`config.mk`:
```
export PLATFORM = sky130hd
export DESIGN_NAME = result_serializer
export DESIGN_NICKNAME = d
export VERILOG_FILES = /design/src/rtl/result_serializer.sv
export SDC_FILE = /design/constraint.sdc
export NUM_CORES = 1
export LEC_CHECK = 0
export CORE_MARGIN = 3
export CORE_UTILIZATION = 55
export DETAILED_ROUTE_END_ITERATION = 10
export DONT_BUFFER_PORTS = 1
export GPL_TIMING_DRIVEN = 0
export PLACE_DENSITY = 0.7
export RECOVER_POWER = 25
export REMOVE_ABC_BUFFERS = 1
export SETUP_SLACK_MARGIN = 0.1
export SLEW_MARGIN = 25
export SYNTH_ARGS = -nofsm -noshare
export SYNTH_HDL_FRONTEND = slang
export SYNTH_SLANG_ARGS = --single-unit
```
`constraint.sdc`:
```
create_clock -name clk -period 3.05 [get_ports clk]
set_input_delay 0.61 -clock clk [delete_from_list [all_inputs] [get_ports clk]]
set_output_delay 0.61 -clock clk [all_outputs]
set_load 0.05 [all_outputs]
```
`src/rtl/result_serializer.sv`:
```
// result_serializer: FIFO-buffered UART-style transmitter for result words.
// Each wr_req pushes one word into a DEPTH-entry FIFO. The transmitter pops
// one word whenever it is idle and sends it LSB first as
// START, DATA_W data bits, [PARITY], STOP. Each bit lasts BAUD_DIV clocks.
// Optional feature: define RESULT_SERIALIZER_PARITY_EN to insert an
// even-parity bit between the last data bit and the stop bit.
// tx_out and tx_busy are registered from the current state, so the line
// trails the FSM by one clock.
module result_serializer #(
    parameter int DATA_W   = 16,
    parameter int DEPTH    = 4,
    parameter int BAUD_DIV = 8
) (
    input  logic              clk,
    input  logic              rst,
    input  logic              wr_req,
    input  logic [DATA_W-1:0] wr_data,
    output logic              full,
    output logic              empty,
    output logic              overflow,
    output logic              tx_busy,
    output logic              tx_out
);

    localparam int PW  = (DEPTH > 1) ? $clog2(DEPTH) : 1;
    localparam int CW  = PW + 1;
    localparam int BCW = (BAUD_DIV > 1) ? $clog2(BAUD_DIV) : 1;
    localparam int DCW = (DATA_W > 1) ? $clog2(DATA_W) : 1;

    // Elaboration-time sanity checks on the parameters.
    if (DEPTH < 2 || (DEPTH & (DEPTH - 1)) != 0) begin : g_bad_depth
        $error("result_serializer: DEPTH must be a power of two >= 2");
    end
    if (BAUD_DIV < 2) begin : g_bad_baud
        $error("result_serializer: BAUD_DIV must be >= 2");
    end
    if (DATA_W < 2) begin : g_bad_width
        $error("result_serializer: DATA_W must be >= 2");
    end

    typedef enum logic [2:0] {
        IDLE,
        START,
        DATA,
        PARITY,
        STOP
    } state_t;

    // ------------------------------------------------------------------
    // FIFO
    // ------------------------------------------------------------------
    logic [DATA_W-1:0] mem [DEPTH];
    logic [PW-1:0]     wr_ptr;
    logic [PW-1:0]     rd_ptr;
    logic [CW-1:0]     count;

    state_t            state;
    logic              pop;
    logic              push;

    // Pop happens in any IDLE cycle that finds a word waiting; a push is
    // accepted if there is room now or a slot is being freed this cycle.
    assign pop  = (state == IDLE) && !empty;
    assign push = wr_req && (!full || pop);

    // Flags decoded straight from the registered occupancy count.
    assign full  = (count == CW'(DEPTH));
    assign empty = (count == '0);

    // Storage array; no reset needed, occupancy is tracked by count.
    always_ff @(posedge clk) begin
        if (push) mem[wr_ptr] <= wr_data;
    end

    // Pointers, occupancy count and the sticky overflow flag.
    always_ff @(posedge clk or posedge rst) begin
        if (rst) begin
            wr_ptr   <= '0;
            rd_ptr   <= '0;
            count    <= '0;
            overflow <= 1'b0;
        end else begin
            if (push) wr_ptr <= wr_ptr + 1'b1;
            if (pop)  rd_ptr <= rd_ptr + 1'b1;
            if (push && !pop)      count <= count + 1'b1;
            else if (pop && !push) count <= count - 1'b1;
            if (wr_req && full && !pop) overflow <= 1'b1;
        end
    end

    // ------------------------------------------------------------------
    // Transmitter
    // ------------------------------------------------------------------
    logic [DATA_W-1:0] shreg;
    logic [BCW-1:0]    baud;
    logic [DCW-1:0]    bitn;
    logic              baud_end;
    logic              line;
`ifdef RESULT_SERIALIZER_PARITY_EN
    logic              par;
`endif

    assign baud_end = (baud == BCW'(BAUD_DIV - 1));

    // Line level implied by the current state; registered into tx_out.
    always_comb begin
        line = 1'b1;
        case (state)
            IDLE:    line = 1'b1;
            START:   line = 1'b0;
            DATA:    line = shreg[0];
`ifdef RESULT_SERIALIZER_PARITY_EN
            PARITY:  line = par;
`endif
            STOP:    line = 1'b1;
            default: line = 1'b1;
        endcase
    end

    // Frame FSM: baud timing, bit counting, shifting and registered outputs.
    always_ff @(posedge clk or posedge rst) begin
        if (rst) begin
            state   <= IDLE;
            baud    <= '0;
            bitn    <= '0;
            shreg   <= '0;
`ifdef RESULT_SERIALIZER_PARITY_EN
            par     <= 1'b0;
`endif
            tx_out  <= 1'b1;
            tx_busy <= 1'b0;
        end else begin
            tx_out  <= line;
            tx_busy <= (state != IDLE);
            case (state)
                IDLE: begin
                    baud <= '0;
                    if (pop) begin
                        shreg <= mem[rd_ptr];
`ifdef RESULT_SERIALIZER_PARITY_EN
                        par   <= ^mem[rd_ptr];
`endif
                        state <= START;
                    end
                end
                START: begin
                    if (baud_end) begin
                        baud  <= '0;
                        bitn  <= '0;
                        state <= DATA;
                    end else begin
                        baud <= baud + 1'b1;
                    end
                end
                DATA: begin
                    if (baud_end) begin
                        baud  <= '0;
                        shreg <= {1'b0, shreg[DATA_W-1:1]};
                        if (bitn == DCW'(DATA_W - 1)) begin
`ifdef RESULT_SERIALIZER_PARITY_EN
                            state <= PARITY;
`else
                            state <= STOP;
`endif
                        end else begin
                            bitn <= bitn + 1'b1;
                        end
                    end else begin
                        baud <= baud + 1'b1;
                    end
                end
`ifdef RESULT_SERIALIZER_PARITY_EN
                PARITY: begin
                    if (baud_end) begin
                        baud  <= '0;
                        state <= STOP;
                    end else begin
                        baud <= baud + 1'b1;
                    end
                end
`endif
                STOP: begin
                    if (baud_end) begin
                        baud  <= '0;
                        state <= IDLE;
                    end else begin
                        baud <= baud + 1'b1;
                    end
                end
                default: begin
                    baud  <= '0;
                    state <= IDLE;
                end
            endcase
        end
    end

endmodule

```
==> results of run 1 <==
kinds of logic (layout without fill, tap and decap cells):
kind of cell,Yosys count,in the layout,synth area share
flip-flops,100,100,0.678
multiplexers,21,21,0.111
buffers and inverters,21,26,0.0282
adder cells (fa/ha/maj),9,9,0.0288
XOR/XNOR,7,7,0.0147
AO/OA/AOI/OAI,30,30,0.0652
AND/OR/NAND/NOR,55,55,0.0739
critical path, stage by stage, from the launching register on:
cell and delay (ns):
dfrtp_1 0.51, nor3_2 0.32, inv_2 0.22, a21boi_2 0.37
ha_1 0.25, inv_1 0.06, fa_1 0.37, xor2_1 0.15
nor2_1 0.13, xor2_1 0.17
state kept, by name, indices dropped and copies added (netlist names):
register  cells
bitn          4
rd_ptr        2
baud          3
wr_ptr        2
count         3
tx_out        1
tx_busy       1
state         3
overflow      1
shreg        16
mem          64
cell type report:
class                   count  share of cell area
well taps                  99              0.0279
multi-input cells         122               0.277
clock inverters             5              0.0189
flip-flops and latches    100               0.636
repair buffers              2             0.00253
clock buffers              11              0.0318
inverters                   8             0.00676
placed cells by master (no fill, tap or decap), types with 2 or more instances in the layout:
master and count:
mux4_1 13, nor2b_1 3, inv_2 3, o221a_2 10, xor2_1 3, or3_1 11
inv_1 5, clkinvlp_4 2, a22o_1 2, mux2i_1 2, mux2_2 3, clkbuf_8 10
mux4_2 3, nand2_1 14, and3_1 2, a31o_2 2, dfrtp_1 35, xnor2_1 4
nor3_1 7, bufinv_16 2, a31oi_1 6, ha_1 8, and2_1 6, nor3b_1 3
nor2_1 3, edfxtp_1 64, nand3_1 2
worst paths after layout:
kind,startpoint,to,cells after the start
max,state[0],count[2],9
min,rst,bitn[1],1
max reg2reg,state[0],count[2],9
min reg2reg,baud[0],baud[0],1
max in group asynchronous,rst,state[2],1
min in group clk,wr_data[12],mem[3][12],0
layer usage:
layer	routed length (um)	up-vias	track usage
li1	-	951	-
met1	2930	1025	0.216
met2	3190	35	0.271
met3	241	10	0.0451
met4	106	0	0.0696
met5	0	-	0
power by group through the flow:
stage	sequential, mW	clock (mW)	combinational (mW)
global placement	2.20	0	1.08
global route	2.25	1.01	1.22
CTS	2.20	0.946	1.12
finish	2.19	0.930	1.11
detailed placement	2.23	0	1.12
floorplan	2.12	0	0.903
stage by stage:
step	util	setup TNS, ns
detailed placement	0.578	0
global route	0.609	0
global placement	0.576	-4.54
CTS	0.609	0
finish	0.609	0
floorplan	-	-0.0793
==> results.cfg, run 1 <==
[outcome]
status = finished, final reports clean

[worst_setup_path]
worst_setup_path_end_kind = flip-flop
worst-path-max-fanout = 19
crit_arrival_ns = 2.91
rrSetupSlack_ns = 0.43
worstPathRequired_ns = 3.33
startpoint_type = flip-flop
critPathKind = reg2reg

[floorplanning]
core_um2 = 7290
initial_core_util = 0.571
fp.dieW_um = 93.0
die_y_um = 93.0
pin_count = 24
dieArea_um2 = 8650
rows = 31

[final_layout]
fin_cells = 347
area_delta_synth_final_pct = 6.67
seq_area_um2 = 2820
stdcell_area_um2 = 4440
num_antenna_cells = 0
nFillCells = 574
multi_input_area_um2 = 1230
nNetsFinal = 271
drive_above_1_share = 0.169

[logic_synthesis]
netlist_area_um2 = 4170
netlist_top_cells_area = edfxtp_1, dfrtp_1, mux4_1
post_synth_num_cell_types = 43
synth_edf_count = 64
synth_top_cell_by_area = edfxtp_1
syn_area_per_cell_um2 = 17.1
syn_inst = 243
synth_seq_cells = 100
synth.most_common_cell = edfxtp_1
synth_common_cells = edfxtp_1, dfrtp_1, nand2_1
ys.flop_type = edfxtp_1
async_flop_share = 0.360
yosysWarnings = 0
synth_top_area_frac = 0.461
yosysSeqAreaShare = 0.678

[placed_design]
place_ws_ns = 0.433
dp_cells = 331
post_dp_cell_area_um2 = 4220
gp_congestion = 0.750
dpl.hpwl_mm = 3.97
io_buffers = 0

[grt]
gr-usage-all-layers = 0.167
grt_max_degree = 37
antenna_found_initial = 0
grt_pass1_wl_mm = 10.8
grt.overflow.total = 0
grt_pass1_vias = 2141

[power_and_ir_drop]
peakVddDrop_v = 0.000408
switching_share = 0.311
seq_power_share = 0.518
p_leak_nw = 1.62
p_switching_mw = 1.31
clkPwrFrac = 0.220
pwr_density_cell_nw_per_um2 = 951
power_frac_comb = 0.262
power_mw = 4.23
p_int_mw = 2.91

[timing]
finalHoldViolations = 0
timing.final.setup_violations = 0
drv_slew = 0
fin_skew_ns = 0.0121
max_slew_margin = 0.362
worst_pin_slew_ns = 0.957
finalCritPeriodShare = 0.860
min_period_ns = 2.62
whs_ns = 0.250
grt_setup_unrepaired = false
layout_setup_ws_ns = 0.426
fmax_mhz = 381

[detailed_routing]
firstDrtPassIters = 4
vias = 2021
wire_per_inst_um = 18.7
ant_nets = 0
via_per_inst = 5.82
drt_iter0_markers = 131
routed_wl_mm = 6.47
drc_errors = 0

[cts]
htree_levels = 3
clk_pin_slew_ns = 0.09
numCtsBuffers = 9
cts_tree = built
root_buffer = clkbuf_8
cts_setup_buffers = 0
numClockSinks = 100
cts_buffer_depth = 2
insertion_delay_ns = 0.36
cts_resized = 0
hold_buffers = 0

[min_path]
hp-class = in2async

[flow_run]
maxCapViolations = 0
Note: power is estimated with default switching activity, not from simulation.
==> inputs of run 2 (changes only) <==
--- a/config.mk
+++ b/config.mk
@@ -6,11 +6,11 @@
 export NUM_CORES = 1
 export LEC_CHECK = 0
 export CORE_MARGIN = 3
-export CORE_UTILIZATION = 55
+export CORE_UTILIZATION = 60
 export DETAILED_ROUTE_END_ITERATION = 10
 export DONT_BUFFER_PORTS = 1
 export GPL_TIMING_DRIVEN = 0
-export PLACE_DENSITY = 0.7
+export PLACE_DENSITY = 0.76
 export RECOVER_POWER = 25
 export REMOVE_ABC_BUFFERS = 1
 export SETUP_SLACK_MARGIN = 0.1
==> run 2 against run 1 <==
Effect of this change:
- register-to-register slack improved by 0.06 ns
- count of clock-buffer cells in the layout decreased by 2
- wire length decreased by 1.8%
- clock power decreased by 7.8%
- core utilization increased by 6.4 points
- worst setup slack improved by 0.062 ns
- clock skew decreased by 0.0043 ns
- die area decreased by 7.8%
- combinational power about the same
- critical path depth unchanged
- maximum frequency increased by 2.4%
- largest power group unchanged
==> results.cfg, run 2 (synthesis results as in run 1) <==
[outcome]
status = finished, final reports clean

[worst_setup_path]
worst_setup_path_end_kind = flip-flop
worstRegToRegCells = 9
cpMostUsedCell = xor2_1
startpoint_type = flip-flop
crit_arrival_ns = 2.85
worstReg2RegEnd = count[2]
cpMaxStageDelayCell = dfrtp_1
cp_cell_sequence = nor3_2, inv_2, a21boi_2, ha_1, inv_1, fa_1, xor2_1, nor2_1, xor2_1
worstReg2RegStart = state[0]
rrSetupSlack_ns = 0.49
critical-path-max-stage-delay_ns = 0.51
worstPathRequired_ns = 3.33
worst-path-max-fanout = 19
critPathKind = reg2reg

[detailed_routing]
ant_nets = 0
firstDrtPassIters = 6
drc_errors = 0
routed_wl_mm = 6.36
drt_iter0_markers = 121
via_per_inst = 6.20
vias = 2015
wire_per_inst_um = 19.6

[placed_design]
dp_cells = 309
post_dp_cell_area_um2 = 4190
dpl.hpwl_mm = 3.86
gp_congestion = 0.752
io_buffers = 0
place_ws_ns = 0.480

[grt]
grt_pass1_wl_mm = 10.4
gr-usage-all-layers = 0.179
grt.overflow.total = 0
antenna_found_initial = 0
grt_pass1_vias = 2002
grt_max_degree = 37

[floorplanning]
core_um2 = 6530
dieArea_um2 = 7980
fp.dieW_um = 89.3
rows = 29
die_y_um = 89.3
initial_core_util = 0.638
pin_count = 24

[timing]
worst_pin_slew_ns = 1.00
drv_slew = 0
fmax_mhz = 390
grt_setup_unrepaired = false
finalCritPeriodShare = 0.840
fin_skew_ns = 0.00778
whs_ns = 0.267
finalHoldViolations = 0
finalSetupTns_ns = 0
timing.final.setup_violations = 0
max_slew_margin = 0.333
min_period_ns = 2.56
layout_setup_ws_ns = 0.489

[cts]
htree_levels = 3
insertion_delay_ns = 0.36
cts_buffer_depth = 2
root_buffer = clkbuf_8
numClockSinks = 100
cts_setup_buffers = 0
hold_buffers = 0
clk_pin_slew_ns = 0.10
cts_resized = 0
numCtsBuffers = 9
cts_tree = built

[power_and_ir_drop]
p_leak_nw = 1.62
power_frac_comb = 0.264
power_mw = 4.15
p_int_mw = 2.82
clkPwrFrac = 0.207
pwr_density_cell_nw_per_um2 = 943
peakVddDrop_v = 0.000478
switching_share = 0.320
seq_power_share = 0.529
p_switching_mw = 1.33

[final_layout]
largestRegisters = mem (64), shreg (16), bitn (4)
num_antenna_cells = 0
nNetsFinal = 271
mostFrequentLayoutCell = edfxtp_1
area_delta_synth_final_pct = 5.56
fin_cells = 325
post-route-util = 0.673
stdcell_area_um2 = 4400
regMostFlops = mem
final_cell_mix = edfxtp_1, dfrtp_1, nand2_1
largest_reg_flops = 64
drive_above_1_share = 0.169

[flow_run]
maxCapViolations = 0

[min_path]
hp-class = in2async
-- run 2: power by group through the flow --
stage / clock (mW) / sequential [mW] / combinational (mW)
3_5_place_dp: 0 / 2.22 / 1.11
3_3_place_gp: 0 / 2.21 / 1.07
2_1_floorplan: 0 / 2.12 / 0.903
5_1_grt: 0.937 / 2.25 / 1.22
4_1_cts: 0.875 / 2.20 / 1.11
6_report: 0.857 / 2.19 / 1.10
-- run 2: worst max path at each step --
| stage | from | to | slack (ns) | cells past startpoint |
|---|---|---|---|---|
| floorplan | count[0] | count[1] | -0.08 | 6 |
| global placement | count[0] | count[1] | -0.30 | 6 |
| detailed placement | state[0] | count[2] | 0.48 | 9 |
| CTS | state[0] | count[2] | 0.47 | 9 |
| global route | state[0] | count[2] | 0.26 | 9 |
| finish | state[0] | count[2] | 0.49 | 9 |
-- run 2: worst max-delay path, delay by kind of cell, from the launching register on --
kind	cells	cell delay [ns]
compound gates	1	0.32
fa+ha+maj	2	0.60
buf+inv	2	0.28
simple gates	2	0.46
flops	1	0.51
xor+xnor	2	0.32
-- run 2: area by class of cell --
class	instances	area, um2
Inverter	8	30.0
Clock buffer	9	124
Clock inverter	7	82.6
Tap cell	77	96.3
Multi-Input combinational cell	122	1230
Sequential cell	100	2820
Fill cell	451	2130
Timing Repair Buffer	2	11.3
-- run 2: routing by layer --
layer  wire (um)  GRT usage
met1        2890      0.246
met2        3100      0.278
met3         306     0.0627
met4          60     0.0460
met5           0          0
==> inputs of run 3 (changes only) <==
--- a/config.mk
+++ b/config.mk
@@ -6,11 +6,11 @@
 export NUM_CORES = 1
 export LEC_CHECK = 0
 export CORE_MARGIN = 3
-export CORE_UTILIZATION = 60
+export CORE_UTILIZATION = 56
 export DETAILED_ROUTE_END_ITERATION = 10
 export DONT_BUFFER_PORTS = 1
 export GPL_TIMING_DRIVEN = 0
-export PLACE_DENSITY = 0.76
+export PLACE_DENSITY = 0.74
 export RECOVER_POWER = 25
 export REMOVE_ABC_BUFFERS = 1
 export SETUP_SLACK_MARGIN = 0.1
==> constraint.sdc (replaced) <==
create_clock -name clk -period 2.15 [get_ports clk]
set_input_delay 0.43 -clock clk [delete_from_list [all_inputs] [get_ports clk]]
set_output_delay 0.43 -clock clk [all_outputs]
set_load 0.05 [all_outputs]
==> run 3 against run 2 <==
Effect of this change:
- worst setup slack got worse by 0.41 ns
- wire length increased by 5.5%
- critical path type unchanged
- critical path depth increased by 1
- sequential share of layout area decreased by 3.1 points
- hold slack got worse by 0.19 ns
- via count increased by 4.7%
- combinational power increased by 76%
- non-clock buffer count increased by 16
- maximum frequency increased by 24%
- final cell count increased by 11%
- clock skew decreased by 0.0012 ns
- critical endpoint unchanged
- count of clock-buffer cells in the layout unchanged
- highest routed layer unchanged
==> results.cfg, run 3 (synthesis results as in run 1) <==
[outcome]
status = finished, final reports clean

[final_layout]
regMostFlops = mem
num_antenna_cells = 0
drive_above_1_share = 0.295
mostFrequentLayoutCell = edfxtp_1
largest_reg_flops = 64
stdcell_area_um2 = 4640
area_delta_synth_final_pct = 11.3
final_cell_mix = edfxtp_1, dfrtp_1, buf_4
fin_cells = 360
nNetsFinal = 287
largestRegisters = mem (64), shreg (16), bitn (4)

[detailed_routing]
ant_nets = 0
firstDrtPassIters = 4
drt_iter0_markers = 139
via_per_inst = 5.86
routed_wl_mm = 6.71
drc_errors = 0
wire_per_inst_um = 18.6
vias = 2109

[floorplanning]
rows = 30
core_um2 = 7020
dieArea_um2 = 8510
pin_count = 24
fp.dieW_um = 92.2
die_y_um = 92.2
initial_core_util = 0.593

[worst_setup_path]
cpMaxStageDelayCell = dfrtp_1
worstReg2RegEnd = count[2]
critical-path-max-stage-delay_ns = 0.39
cp_cell_sequence = nor3b_2, buf_6, buf_6, a21boi_4, ha_2, inv_2, fa_2, xor2_1, nor2_1, xor2_1
endpoint = count[2]
worstPathRequired_ns = 2.43
worstRegToRegCells = 10
rrSetupSlack_ns = 0.08
crit_start = count[2]
critPathKind = reg2reg
worst_setup_path_end_kind = flip-flop
worst-path-max-fanout = 3
worstReg2RegStart = count[2]
crit_arrival_ns = 2.35
startpoint_type = flip-flop

[timing]
finalSetupTns_ns = 0
fin_skew_ns = 0.00660
timing.final.setup_violations = 0
grt_setup_unrepaired = true
max_slew_margin = 0.510
min_period_ns = 2.07
whs_ns = 0.0754
finalCritPeriodShare = 0.964
drv_slew = 0
finalHoldViolations = 0
worst_pin_slew_ns = 0.735
fmax_mhz = 483

[cts]
cts_tree = built
cts_buffer_depth = 2
clk_pin_slew_ns = 0.09
insertion_delay_ns = 0.35
numClockSinks = 100
htree_levels = 3
root_buffer = clkbuf_8
numCtsBuffers = 9

[grt]
grt_max_degree = 37
grt.overflow.total = 0
grt_pass1_vias = 2094
gr-usage-all-layers = 0.173
antenna_found_initial = 0
grt_pass1_wl_mm = 11.0

[placed_design]
post_dp_cell_area_um2 = 4210
dp_cells = 328
dpl.hpwl_mm = 3.94
gp_congestion = 0.748
io_buffers = 0

[min_path]
hp-class = in2async

[power_and_ir_drop]
p_leak_nw = 1.70
power_mw = 6.20
peakVddDrop_v = 0.000636
pwr_density_cell_nw_per_um2 = 1340

[flow_run]
maxCapViolations = 0
-- run 3: what timing repair did --
item / in CTS / in global routing
endpoints found under the setup margin: 87 / 7
pin swaps: 6 / 7
resized for setup: 23 / 7
cloned: 0 / 0
setup buffers: 10 / 6
hold buffers: 0 / 0
-- run 3: worst min-delay path by stage --
stage,depth (start not counted),to
after floorplan,1,baud[0]
after global placement,1,baud[0]
after detailed placement,1,baud[0]
after CTS,1,shreg[3]
after global routing,1,bitn[3]
final,1,bitn[2]
-- run 3: power breakdown --
part	internal, mW	leakage, nW	switching (mW)
Combinational	1.03	0.600	0.905
Clock	0.553	0.103	0.639
Sequential	2.63	0.998	0.435
Total	4.22	1.70	1.98
-- run 3: worst max-delay path, delay by kind of cell, from the launching register on --
kind,cells,cell delay [ns]
xor+xnor,2,0.31
fa+ha+maj,2,0.53
buf+inv,3,0.32
flops,1,0.39
compound gates,1,0.17
simple gates,2,0.27
-- run 3: area by class of cell --
| type | instances | area, um2 |
|---|---|---|
| fill | 487 | 2380 |
| sequential | 100 | 2830 |
| clock buffer | 9 | 124 |
| clock inverter | 7 | 77.6 |
| multi-input combinational | 122 | 1310 |
| timing repair buffer | 18 | 143 |
| inverter | 8 | 35.0 |
| tap | 96 | 120 |
-- run 3: per-stage QoR --
step,setup WS [ns],utilization
floorplan,-0.979,-
detailed placement,-0.436,0.600
global route,-0.0213,0.660
CTS,0.0222,0.651
finish,0.0781,0.660
global placement,-1.22,0.598
-- run 3: metal layers --
layer,routed length [um],track usage,vias up
met5,0,0,-
met4,79,0.0668,0
met3,267,0.0451,8
met2,3380,0.274,37
met1,2980,0.232,1083
li1,-,-,981
